<file path="config.mk">
export PLATFORM = sky130hd
export DESIGN_NAME = tile_load_sequencer_flat
export DESIGN_NICKNAME = d
export VERILOG_FILES = /design/src/rtl/tile_load_sequencer_if.sv /design/src/rtl/tile_load_sequencer.sv /design/src/flat_wrapper.sv
export SDC_FILE = /design/constraint.sdc
export NUM_CORES = 1
export LEC_CHECK = 0
export BUFFER_PORTS_ARGS = -buffer_cell sky130_fd_sc_hd__buf_2
export CAP_MARGIN = 20
export CORE_AREA = 2 2 162 164
export CTS_CLUSTER_DIAMETER = 40
export CTS_CLUSTER_SIZE = 28
export DETAILED_ROUTE_END_ITERATION = 8
export DIE_AREA = 0 0 164 166
export PLACE_DENSITY = 0.52
export SLEW_MARGIN = 10
export SYNTH_ARGS = -nofsm -noshare
export SYNTH_HDL_FRONTEND = slang
export SYNTH_SLANG_ARGS = --single-unit
</file>
<file path="constraint.sdc">
create_clock -name clk -period 5 [get_ports clk]
set_clock_uncertainty 0.2 [all_clocks]
set_input_delay 0.75 -clock clk [delete_from_list [all_inputs] [get_ports clk]]
set_output_delay 0.75 -clock clk [all_outputs]
set_load 0.01 [all_outputs]
</file>
<file path="src/rtl/tile_load_sequencer_if.sv">
// ---------------------------------------------------------------------------
// tile_load_sequencer_if
//   Bundles every non-clock signal of the tile load sequencer.
//   The sequencer connects through the slave modport; the host / accelerator
//   model connects through the master modport.
//
//   Control : start, ifmap_words, wght_words, ofmap_words -> busy, done
//   Stream in  (host -> seq) : in_valid, in_data, in_ready
//   Stream out (seq -> host) : out_valid, out_data, out_ready
//   Accelerator side         : config/bias/op strobes, ifmap/wght write ports,
//                              ofmap read port, dataload_ready, tile_done
//   Parameter wd : datapath word width; data buses are 8*wd bits.
// ---------------------------------------------------------------------------
interface tile_load_sequencer_if #(
    parameter int wd = 8
);
    logic              start;
    logic [9:0]        ifmap_words;
    logic [9:0]        wght_words;
    logic [9:0]        ofmap_words;

    logic              in_valid;
    logic [8*wd-1:0]   in_data;
    logic              in_ready;

    logic              out_valid;
    logic [8*wd-1:0]   out_data;
    logic              out_ready;

    logic              config_load;
    logic              config_done;
    logic              bias_write;
    logic              op_go;
    logic              op_done;
    logic              ifmap_ready;
    logic              wght_ready;
    logic              ifmap_en;
    logic              wght_en;
    logic              ofmap_en;
    logic [7:0]        ifmap_wen;
    logic [7:0]        wght_wen;
    logic [9:0]        ifmap_addrin;
    logic [9:0]        wght_addrin;
    logic [9:0]        ofmap_addrin;
    logic [8*wd-1:0]   ifmap_din;
    logic [8*wd-1:0]   wght_din;

    logic              dataload_ready;
    logic              tile_done;
    logic [8*wd-1:0]   ofmap_dout;

    logic              busy;
    logic              done;

    modport slave (
        input  start, ifmap_words, wght_words, ofmap_words,
        input  in_valid, in_data, output in_ready,
        output out_valid, out_data, input out_ready,
        output config_load, config_done, bias_write, op_go, op_done,
        output ifmap_ready, wght_ready, ifmap_en, wght_en, ofmap_en,
        output ifmap_wen, wght_wen, ifmap_addrin, wght_addrin, ofmap_addrin,
        output ifmap_din, wght_din,
        input  dataload_ready, tile_done, ofmap_dout,
        output busy, done
    );

    modport master (
        output start, ifmap_words, wght_words, ofmap_words,
        output in_valid, in_data, input in_ready,
        input  out_valid, out_data, output out_ready,
        input  config_load, config_done, bias_write, op_go, op_done,
        input  ifmap_ready, wght_ready, ifmap_en, wght_en, ofmap_en,
        input  ifmap_wen, wght_wen, ifmap_addrin, wght_addrin, ofmap_addrin,
        input  ifmap_din, wght_din,
        output dataload_ready, tile_done, ofmap_dout,
        input  busy, done
    );
endinterface

</file>
<file path="src/rtl/tile_load_sequencer.sv">
// ---------------------------------------------------------------------------
// tile_load_sequencer
//   Drives one accelerator tile: configure, stream bias/weights/ifmap from an
//   input stream into the accelerator buffers, launch the operation, wait for
//   completion and stream the ofmap buffer back out.
//
//   Ports
//     clk  : single clock, rising edge
//     rst  : asynchronous active-high reset (forces IDLE, all outputs 0)
//     sif  : tile_load_sequencer_if.slave (control, streams, accel ports)
//
//   Optional feature macro: SEQ_BIAS_LOAD_EN
//     defined   -> a BIAS phase loads 2 stream words into the weight buffer
//                  (addresses 0..1) with bias_write asserted, before WGHT.
//     undefined -> no BIAS phase, CFG goes straight to WGHT, bias_write = 0.
//
//   All accelerator strobes are decoded combinationally from the state
//   register, so an asserted rst zeroes them in the same cycle.
// ---------------------------------------------------------------------------
module tile_load_sequencer #(
    parameter int wd = 8
) (
    input  logic                  clk,
    input  logic                  rst,
    tile_load_sequencer_if.slave  sif
);

    typedef enum logic [3:0] {
        IDLE,
        CFG,
`ifdef SEQ_BIAS_LOAD_EN
        BIAS,
`endif
        WGHT,
        IFMAP,
        GO,
        RUN,
        RD_ADDR,
        RD_DATA,
        FIN
    } state_t;

    state_t          r_state;
    state_t          w_next;
    logic            r_cfg_ph;      // 0: config_load cycle, 1: config_done cycle
    logic            w_cfg_ph_nxt;
    logic [9:0]      r_cnt;         // word index shared by all phases
    logic [9:0]      w_cnt_nxt;
    logic [10:0]     w_cnt_inc;     // one bit wider so 1023+1 cannot wrap
    logic [9:0]      r_ifmap_words;
    logic [9:0]      r_wght_words;
    logic [9:0]      r_ofmap_words;
    logic [8*wd-1:0] r_out_data;
    logic            w_accept;

    assign w_cnt_inc    = {1'b0, r_cnt} + 11'd1;
    assign w_accept     = sif.in_valid & sif.in_ready;
    assign sif.out_data = r_out_data;
    assign sif.busy     = (r_state != IDLE);

    // -----------------------------------------------------------------------
    // State and counter registers
    // -----------------------------------------------------------------------
    always_ff @(posedge clk or posedge rst) begin
        if (rst) begin
            r_state       <= IDLE;
            r_cfg_ph      <= 1'b0;
            r_cnt         <= '0;
            r_ifmap_words <= '0;
            r_wght_words  <= '0;
            r_ofmap_words <= '0;
        end else begin
            r_state  <= w_next;
            r_cfg_ph <= w_cfg_ph_nxt;
            r_cnt    <= w_cnt_nxt;
            if (r_state == IDLE && sif.start) begin
                r_ifmap_words <= sif.ifmap_words;
                r_wght_words  <= sif.wght_words;
                r_ofmap_words <= sif.ofmap_words;
            end
        end
    end

    // The ofmap buffer returns data one cycle after the address; capturing
    // on the RD_ADDR -> RD_DATA edge holds the word stable for as long as
    // the consumer stalls.
    always_ff @(posedge clk or posedge rst) begin
        if (rst) begin
            r_out_data <= '0;
        end else if (r_state == RD_ADDR) begin
            r_out_data <= sif.ofmap_dout;
        end
    end

    // -----------------------------------------------------------------------
    // Next state and outputs
    // -----------------------------------------------------------------------
    always_comb begin
        w_next           = r_state;
        w_cfg_ph_nxt     = 1'b0;
        w_cnt_nxt        = r_cnt;

        sif.in_ready     = 1'b0;
        sif.out_valid    = 1'b0;
        sif.config_load  = 1'b0;
        sif.config_done  = 1'b0;
        sif.bias_write   = 1'b0;
        sif.op_go        = 1'b0;
        sif.op_done      = 1'b0;
        sif.ifmap_ready  = 1'b0;
        sif.wght_ready   = 1'b0;
        sif.ifmap_en     = 1'b0;
        sif.wght_en      = 1'b0;
        sif.ofmap_en     = 1'b0;
        sif.ifmap_wen    = 8'h00;
        sif.wght_wen     = 8'h00;
        sif.ifmap_addrin = '0;
        sif.wght_addrin  = '0;
        sif.ofmap_addrin = '0;
        sif.ifmap_din    = '0;
        sif.wght_din     = '0;
        sif.done         = 1'b0;

        case (r_state)
            IDLE: begin
                if (sif.start) begin
                    w_next    = CFG;
                    w_cnt_nxt = '0;
                end
            end

            CFG: begin
                if (!r_cfg_ph) begin
                    sif.config_load = 1'b1;
                    w_cfg_ph_nxt    = 1'b1;
                end else begin
                    sif.config_done = 1'b1;
                    w_cnt_nxt       = '0;
`ifdef SEQ_BIAS_LOAD_EN
                    w_next          = BIAS;
`else
                    w_next          = WGHT;
`endif
                end
            end

`ifdef SEQ_BIAS_LOAD_EN
            // Bias occupies weight buffer words 0..1; no ready pulse here.
            BIAS: begin
                sif.in_ready = 1'b1;
                if (w_accept) begin
                    sif.bias_write  = 1'b1;
                    sif.wght_en     = 1'b1;
                    sif.wght_wen    = 8'hFF;
                    sif.wght_addrin = r_cnt;
                    sif.wght_din    = sif.in_data;
                    if (r_cnt == 10'd1) begin
                        w_next    = WGHT;
                        w_cnt_nxt = '0;
                    end else begin
                        w_cnt_nxt = w_cnt_inc[9:0];
                    end
                end
            end
`endif

            // Once the index reaches the count (immediately for a count of
            // 0) the phase spends one cycle on the ready pulse.
            WGHT: begin
                if (r_cnt == r_wght_words) begin
                    sif.wght_ready = 1'b1;
                    w_next         = IFMAP;
                    w_cnt_nxt      = '0;
                end else begin
                    sif.in_ready = 1'b1;
                    if (w_accept) begin
                        sif.wght_en     = 1'b1;
                        sif.wght_wen    = 8'hFF;
                        sif.wght_addrin = r_cnt;
                        sif.wght_din    = sif.in_data;
                        w_cnt_nxt       = w_cnt_inc[9:0];
                    end
                end
            end

            IFMAP: begin
                if (r_cnt == r_ifmap_words) begin
                    sif.ifmap_ready = 1'b1;
                    w_next          = GO;
                    w_cnt_nxt       = '0;
                end else begin
                    sif.in_ready = 1'b1;
                    if (w_accept) begin
                        sif.ifmap_en     = 1'b1;
                        sif.ifmap_wen    = 8'hFF;
                        sif.ifmap_addrin = r_cnt;
                        sif.ifmap_din    = sif.in_data;
                        w_cnt_nxt        = w_cnt_inc[9:0];
                    end
                end
            end

            GO: begin
                if (sif.dataload_ready) begin
                    sif.op_go = 1'b1;
                    w_next    = RUN;
                end
            end

            RUN: begin
                if (sif.tile_done) begin
                    w_cnt_nxt = '0;
                    w_next    = (r_ofmap_words == 10'd0) ? FIN : RD_ADDR;
                end
            end

            RD_ADDR: begin
                sif.ofmap_en     = 1'b1;
                sif.ofmap_addrin = r_cnt;
                w_next           = RD_DATA;
            end

            RD_DATA: begin
                sif.out_valid = 1'b1;
                if (sif.out_ready) begin
                    if (w_cnt_inc < {1'b0, r_ofmap_words}) begin
                        w_cnt_nxt = w_cnt_inc[9:0];
                        w_next    = RD_ADDR;
                    end else begin
                        w_next    = FIN;
                    end
                end
            end

            FIN: begin
                sif.op_done = 1'b1;
                sif.done    = 1'b1;
                w_next      = IDLE;
            end

            default: begin
                w_next = IDLE;
            end
        endcase
    end

endmodule

</file>
<file path="src/flat_wrapper.sv">
// flat-port wrapper written by rule: the top's interface ports become plain ports
module tile_load_sequencer_flat 
#(
    parameter int wd = 8
)
  (clk, rst, sif_start, sif_ifmap_words, sif_wght_words, sif_ofmap_words, sif_in_valid, sif_in_data, sif_in_ready, sif_out_valid, sif_out_data, sif_out_ready, sif_config_load, sif_config_done, sif_bias_write, sif_op_go, sif_op_done, sif_ifmap_ready, sif_wght_ready, sif_ifmap_en, sif_wght_en, sif_ofmap_en, sif_ifmap_wen, sif_wght_wen, sif_ifmap_addrin, sif_wght_addrin, sif_ofmap_addrin, sif_ifmap_din, sif_wght_din, sif_dataload_ready, sif_tile_done, sif_ofmap_dout, sif_busy, sif_done);
  tile_load_sequencer_if #(.wd(wd)) sif_i ();
  input  logic clk;
  input  logic rst;
  input wire logic [$bits(sif_i.start)-1:0] sif_start;
  input wire logic [$bits(sif_i.ifmap_words)-1:0] sif_ifmap_words;
  input wire logic [$bits(sif_i.wght_words)-1:0] sif_wght_words;
  input wire logic [$bits(sif_i.ofmap_words)-1:0] sif_ofmap_words;
  input wire logic [$bits(sif_i.in_valid)-1:0] sif_in_valid;
  input wire logic [$bits(sif_i.in_data)-1:0] sif_in_data;
  output wire logic [$bits(sif_i.in_ready)-1:0] sif_in_ready;
  output wire logic [$bits(sif_i.out_valid)-1:0] sif_out_valid;
  output wire logic [$bits(sif_i.out_data)-1:0] sif_out_data;
  input wire logic [$bits(sif_i.out_ready)-1:0] sif_out_ready;
  output wire logic [$bits(sif_i.config_load)-1:0] sif_config_load;
  output wire logic [$bits(sif_i.config_done)-1:0] sif_config_done;
  output wire logic [$bits(sif_i.bias_write)-1:0] sif_bias_write;
  output wire logic [$bits(sif_i.op_go)-1:0] sif_op_go;
  output wire logic [$bits(sif_i.op_done)-1:0] sif_op_done;
  output wire logic [$bits(sif_i.ifmap_ready)-1:0] sif_ifmap_ready;
  output wire logic [$bits(sif_i.wght_ready)-1:0] sif_wght_ready;
  output wire logic [$bits(sif_i.ifmap_en)-1:0] sif_ifmap_en;
  output wire logic [$bits(sif_i.wght_en)-1:0] sif_wght_en;
  output wire logic [$bits(sif_i.ofmap_en)-1:0] sif_ofmap_en;
  output wire logic [$bits(sif_i.ifmap_wen)-1:0] sif_ifmap_wen;
  output wire logic [$bits(sif_i.wght_wen)-1:0] sif_wght_wen;
  output wire logic [$bits(sif_i.ifmap_addrin)-1:0] sif_ifmap_addrin;
  output wire logic [$bits(sif_i.wght_addrin)-1:0] sif_wght_addrin;
  output wire logic [$bits(sif_i.ofmap_addrin)-1:0] sif_ofmap_addrin;
  output wire logic [$bits(sif_i.ifmap_din)-1:0] sif_ifmap_din;
  output wire logic [$bits(sif_i.wght_din)-1:0] sif_wght_din;
  input wire logic [$bits(sif_i.dataload_ready)-1:0] sif_dataload_ready;
  input wire logic [$bits(sif_i.tile_done)-1:0] sif_tile_done;
  input wire logic [$bits(sif_i.ofmap_dout)-1:0] sif_ofmap_dout;
  output wire logic [$bits(sif_i.busy)-1:0] sif_busy;
  output wire logic [$bits(sif_i.done)-1:0] sif_done;
  assign sif_i.start = sif_start;
  assign sif_i.ifmap_words = sif_ifmap_words;
  assign sif_i.wght_words = sif_wght_words;
  assign sif_i.ofmap_words = sif_ofmap_words;
  assign sif_i.in_valid = sif_in_valid;
  assign sif_i.in_data = sif_in_data;
  assign sif_in_ready = sif_i.in_ready;
  assign sif_out_valid = sif_i.out_valid;
  assign sif_out_data = sif_i.out_data;
  assign sif_i.out_ready = sif_out_ready;
  assign sif_config_load = sif_i.config_load;
  assign sif_config_done = sif_i.config_done;
  assign sif_bias_write = sif_i.bias_write;
  assign sif_op_go = sif_i.op_go;
  assign sif_op_done = sif_i.op_done;
  assign sif_ifmap_ready = sif_i.ifmap_ready;
  assign sif_wght_ready = sif_i.wght_ready;
  assign sif_ifmap_en = sif_i.ifmap_en;
  assign sif_wght_en = sif_i.wght_en;
  assign sif_ofmap_en = sif_i.ofmap_en;
  assign sif_ifmap_wen = sif_i.ifmap_wen;
  assign sif_wght_wen = sif_i.wght_wen;
  assign sif_ifmap_addrin = sif_i.ifmap_addrin;
  assign sif_wght_addrin = sif_i.wght_addrin;
  assign sif_ofmap_addrin = sif_i.ofmap_addrin;
  assign sif_ifmap_din = sif_i.ifmap_din;
  assign sif_wght_din = sif_i.wght_din;
  assign sif_i.dataload_ready = sif_dataload_ready;
  assign sif_i.tile_done = sif_tile_done;
  assign sif_i.ofmap_dout = sif_ofmap_dout;
  assign sif_busy = sif_i.busy;
  assign sif_done = sif_i.done;
  tile_load_sequencer #(.wd(wd)) u_core (.clk(clk), .rst(rst), .sif(sif_i));
endmodule
</file>
[Word level (Yosys, flattened, before mapping)]
Cells that the tools add are included.
Word-level totals
  logic and storage cells: 91
  input port bits: 165
  flip-flop bits (word level): 109
  output and inout port bits: 252
Cells by class
  equality and inequality tests: 18
  reduce and logical (&&, ||, !) cells: 7
  add/sub/neg operators: 1
  muxes and demuxes: 56
  magnitude comparators: 1
  bitwise logic cells: 1
Operators with widths (count)
  2-to-1 mux 64 bit: 5
  2-to-1 mux 10 bit: 14
  one-hot mux 10 bit (6 select lines): 1
  2-to-1 mux 8 bit: 5
  2-to-1 mux 4 bit: 9
  one-hot mux 4 bit (8 select lines): 1
  == test 10 bit: 2
  2-to-1 mux 1 bit: 20
  == test 4 x 3 -> 1 bit (second input constant): 4
  adder 10 x 1 -> 11 bit (second input constant): 1
  < comparator 11 x 10 -> 1 bit: 1
  logical NOT 10 bit: 1
  == test 4 x 2 -> 1 bit (second input constant): 2
  inequality test 2 x 1 -> 1 bit (second input constant): 4
  inequality test 2 bit (second input constant): 4
  AND reduction 7 bit: 1
  AND reduction 6 bit: 1
  nonzero test 6 bit: 1
  == test 4 x 1 -> 1 bit (second input constant): 1
  == test 4 bit (second input constant): 1
  logical NOT 4 bit: 1
  nonzero test 4 bit: 1
  one-hot mux 1 bit (2 select lines): 1
  AND 1 bit: 1
  logical AND 1 bit: 1

[Depth between registers and ports, before layout]
  depth in word-level cells: 7
  mapped depth: 14

[Least setup slack after synthesis]
Ideal clock, no wire load.
  path type: flip-flop to flip-flop
  from: reg u_core.r_cnt[0]
  to: reg u_core.r_cnt[2]
  setup slack: 1.843 ns
  clock period less this slack: 3.157 ns
  arrival: 2.833 ns
  stages on the path, launching flop included: 14
  setup time: 0.124 ns
  buffers on the path: 1
  required time: 4.676 ns
  cell sequence: dfrtp_1 -> buf_2 -> and3_1 -> and3_1 -> nand3_1 -> or2_2 -> xnor2_1 -> ha_1 -> a21oi_1 -> a21oi_1 -> nor3_1 -> o21ai_2 -> or2_4 -> a211o_1
Between the ends
  longest elaborated chain between the ends: 7
RTL lines
  start: declaration: RTL line tile_load_sequencer.sv:47  | logic [9:0] r_cnt;
  start signal: assignment: RTL line tile_load_sequencer.sv:75  | r_cnt <= w_cnt_nxt;
  branches (longest 7 deep; another with adder 10 x 1 -> 11 bit)
Parallel ways; which one is timed is not known. The select of a mux whose other input is x is not followed.
A chain may end at the register's enable or synchronous reset.

==> flow_metrics.py <==
metrics = {
    "run_status": {
        "status": "finished clean",
    },
    "critical_path": {
        "rr_endpoint": "u_core.r_cnt[2]",
        "crit_fanout": 12,
        "reg2reg_slack_ps": 1340,
        "crit_arrival_ps": 2880,
        "critPathKind": "register to primary output",
        "reg2regPathDepth": 12,
        "crit_path_start_kind": "register",
        "crit_required_ps": 4050,
        "endpoint_kind": "primary output",
        "rr_startpoint": "u_core.r_cnt[0]",
    },
    "routing": {
        "drtAntennaViolNets": 0,
        "drt-initial-drc-count": 191,
        "routed_via_density": 4.39,
        "drt_drc_violations_left": 0,
        "firstDrtPassIters": 4,
        "vias": 5796,
        "wl_per_cell_um": 18.6,
        "drt_wl_total_um": 24500,
    },
    "power": {
        "total_power_mw": 4.57,
        "power_density_nw_per_um2": 508,
        "ir_drop_v": 0.000314,
        "p_leak_nw": 4.93,
    },
    "logic_synthesis": {
        "synth_cell_type_count": 53,
        "yosysTopAreaCellShare": 0.428,
        "synthTopCellsByArea": "dfrtp_1, mux2_2, and2_1",
        "synth_nets": 781,
        "synth_cells": 605,
        "avgSynthCellArea_um2": 10.5,
        "ys_top_cells_by_count": "and2_1, dfrtp_1, mux2_2",
        "yosys_register_bits": 109,
        "syn_area_um2": 6370,
        "postSynth.asyncResetShare": 1.00,
        "yosysSeqAreaShare": 0.428,
        "synth.most_common_cell": "and2_1",
        "synthFlopType": "dfrtp_1",
        "synth-edff-count": 0,
        "ys_warn_count": 0,
        "synth_area_leader_cell": "dfrtp_1",
    },
    "place": {
        "routabilityCongestion": 0.822,
        "dp_slack_ps": 1370,
        "placed_cell_area_um2": 8610,
        "port_buffers": 415,
        "dp_hpwl_um": 19900,
        "dp.cells": 1298,
    },
    "sta": {
        "hold_viol": 0,
        "max_freq_mhz": 261,
        "setup_tns_ps": 0,
        "tightest_slew_ps": 840,
        "finalSetupViolCount": 0,
        "min_period_over_period": 0.766,
        "rsz0062_at_grt": "no",
        "max_slew_margin": 0.440,
        "worst_slack_ps": 1170,
        "drv_slew": 0,
        "worst_hold_slack_ps": 169,
        "period_minus_slack_ps": 3830,
    },
    "final_layout": {
        "final.fill_count": 2699,
        "final_layout_size_suffix_gt1_frac": 0.560,
        "area_delta_synth_final_pct": 41.3,
        "final_util": 0.351,
        "nets": 1151,
        "fin_area_um2": 9000,
        "fin_cells": 1319,
        "multi_input_area_um2": 3270,
        "register_area_um2": 2730,
    },
    "global_routing": {
        "use_met2": 0.324,
        "grt_util_met1": 0.183,
        "antenna_found_initial": 8,
        "grt_pass1_vias": 5885,
        "met3_usage": 0.0637,
        "busiest_layer": "met2",
        "grt_max_degree": 84,
        "grt_pass1_wl_um": 35900,
        "grt_remaining_overflow": 0,
        "grtUsageTotal": 0.178,
    },
    "die": {
        "rows": 59,
        "dieArea_um2": 27200,
        "io_pins": 417,
        "die_h_um": 166,
        "die_x_um": 164,
        "coreArea_um2": 25600,
        "start_util": 0.249,
    },
    "worst_hold_path": {
        "hp-class": "input pin to asynchronous set/reset pin",
    },
    "clocking": {
        "clk_latency_ps": 340,
        "post_cts.repair.setup_buffers": 0,
        "path_clk_slew_ps": 80,
        "postCtsHoldBufs": 0,
        "cts_resized": 0,
        "cts.sinks": 109,
        "cts_tree": "yes",
        "cts_root_buffer": "clkbuf_16",
        "htree_levels": 3,
        "cts.path.max_buffers": 2,
        "cts_made_buffers": 9,
    },
    "run": {
        "cap_violations": 0,
    },
}
flip-flops by register name, indices dropped and copies added (netlist names):
signal                flops
u_core.sif.out_data      64
u_core.r_cfg_ph           1
u_core.r_wght_words      10
u_core.r_state            4
u_core.r_cnt             10
u_core.r_ofmap_words     10
u_core.r_ifmap_words     10
cells in the final DEF (no fill, tap or decap), types with 7 or more instances in the layout:
cell / Yosys / final
nand2_1: 13 / 13
mux2_2: 94 / 94
and2_1: 157 / 157
xnor2_1: 7 / 7
a21oi_1: 11 / 11
buf_2: 10 / 415
o21ai_0: 8 / 8
inv_1: 14 / 13
nand3_1: 11 / 11
ha_1: 11 / 11
clkbuf_16: 0 / 9
nor2_1: 13 / 13
dfrtp_1: 109 / 109
xor2_1: 21 / 21
routing by layer:
layer,part of all wire,vias to the layer above
li1,-,2772
met1,0.35,2714
met2,0.52,268
met3,0.098,32
met4,0.031,10
met5,0.0028,-
worst max-delay path, cell delays in order, from the launching register on:
cell	delay, ps
dfrtp_1	730
xor2_1	150
nor4_2	470
nand3_1	230
a21o_4	290
or2_1	270
nor4_1	220
buf_2	180
worst max path at each step:
| stage | startpoint | endpoint | slack [ps] | depth (start not counted) |
|---|---|---|---|---|
| after floorplan | rst | u_core.r_cfg_ph | 1180 | 1 |
| after global placement | u_core.r_cnt[5] | u_core.r_cnt[2] | 1380 | 10 |
| after detailed placement | u_core.r_cnt[0] | u_core.r_cnt[2] | 1370 | 12 |
| after CTS | u_core.r_cnt[5] | sif_config_done | 1070 | 7 |
| after global routing | u_core.r_cnt[5] | sif_config_done | 970 | 7 |
| final | u_core.r_cnt[5] | sif_config_done | 1170 | 7 |
power breakdown:
group / leakage, nW / internal [mW] / switching (mW)
logic: 3.44 / 1.03 / 1.08
registers: 1.32 / 1.30 / 0.309
clock network: 0.173 / 0.499 / 0.353
logic make-up (layout without fill, tap and decap cells):
family / after synthesis / after routing / share of synthesized area
fa+ha+maj: 11 / 11 / 0.0216
flops: 109 / 109 / 0.428
simple gates: 238 / 238 / 0.230
buf+inv: 77 / 452 / 0.0631
compound gates: 45 / 45 / 0.0483
xor+xnor: 28 / 28 / 0.0385
other cells: 1 / 5 / 0.000589
mux: 96 / 96 / 0.169
area by class of cell:
type                    instances  area share
inverters                      14     0.00612
repair buffers                422       0.240
clock buffers                   9      0.0250
flip-flops and latches        109       0.303
multi-input cells             419       0.364
well taps                     335      0.0466
diodes                          4     0.00111
clock inverters                 7      0.0142
Power figures use the tool's default switching activity.
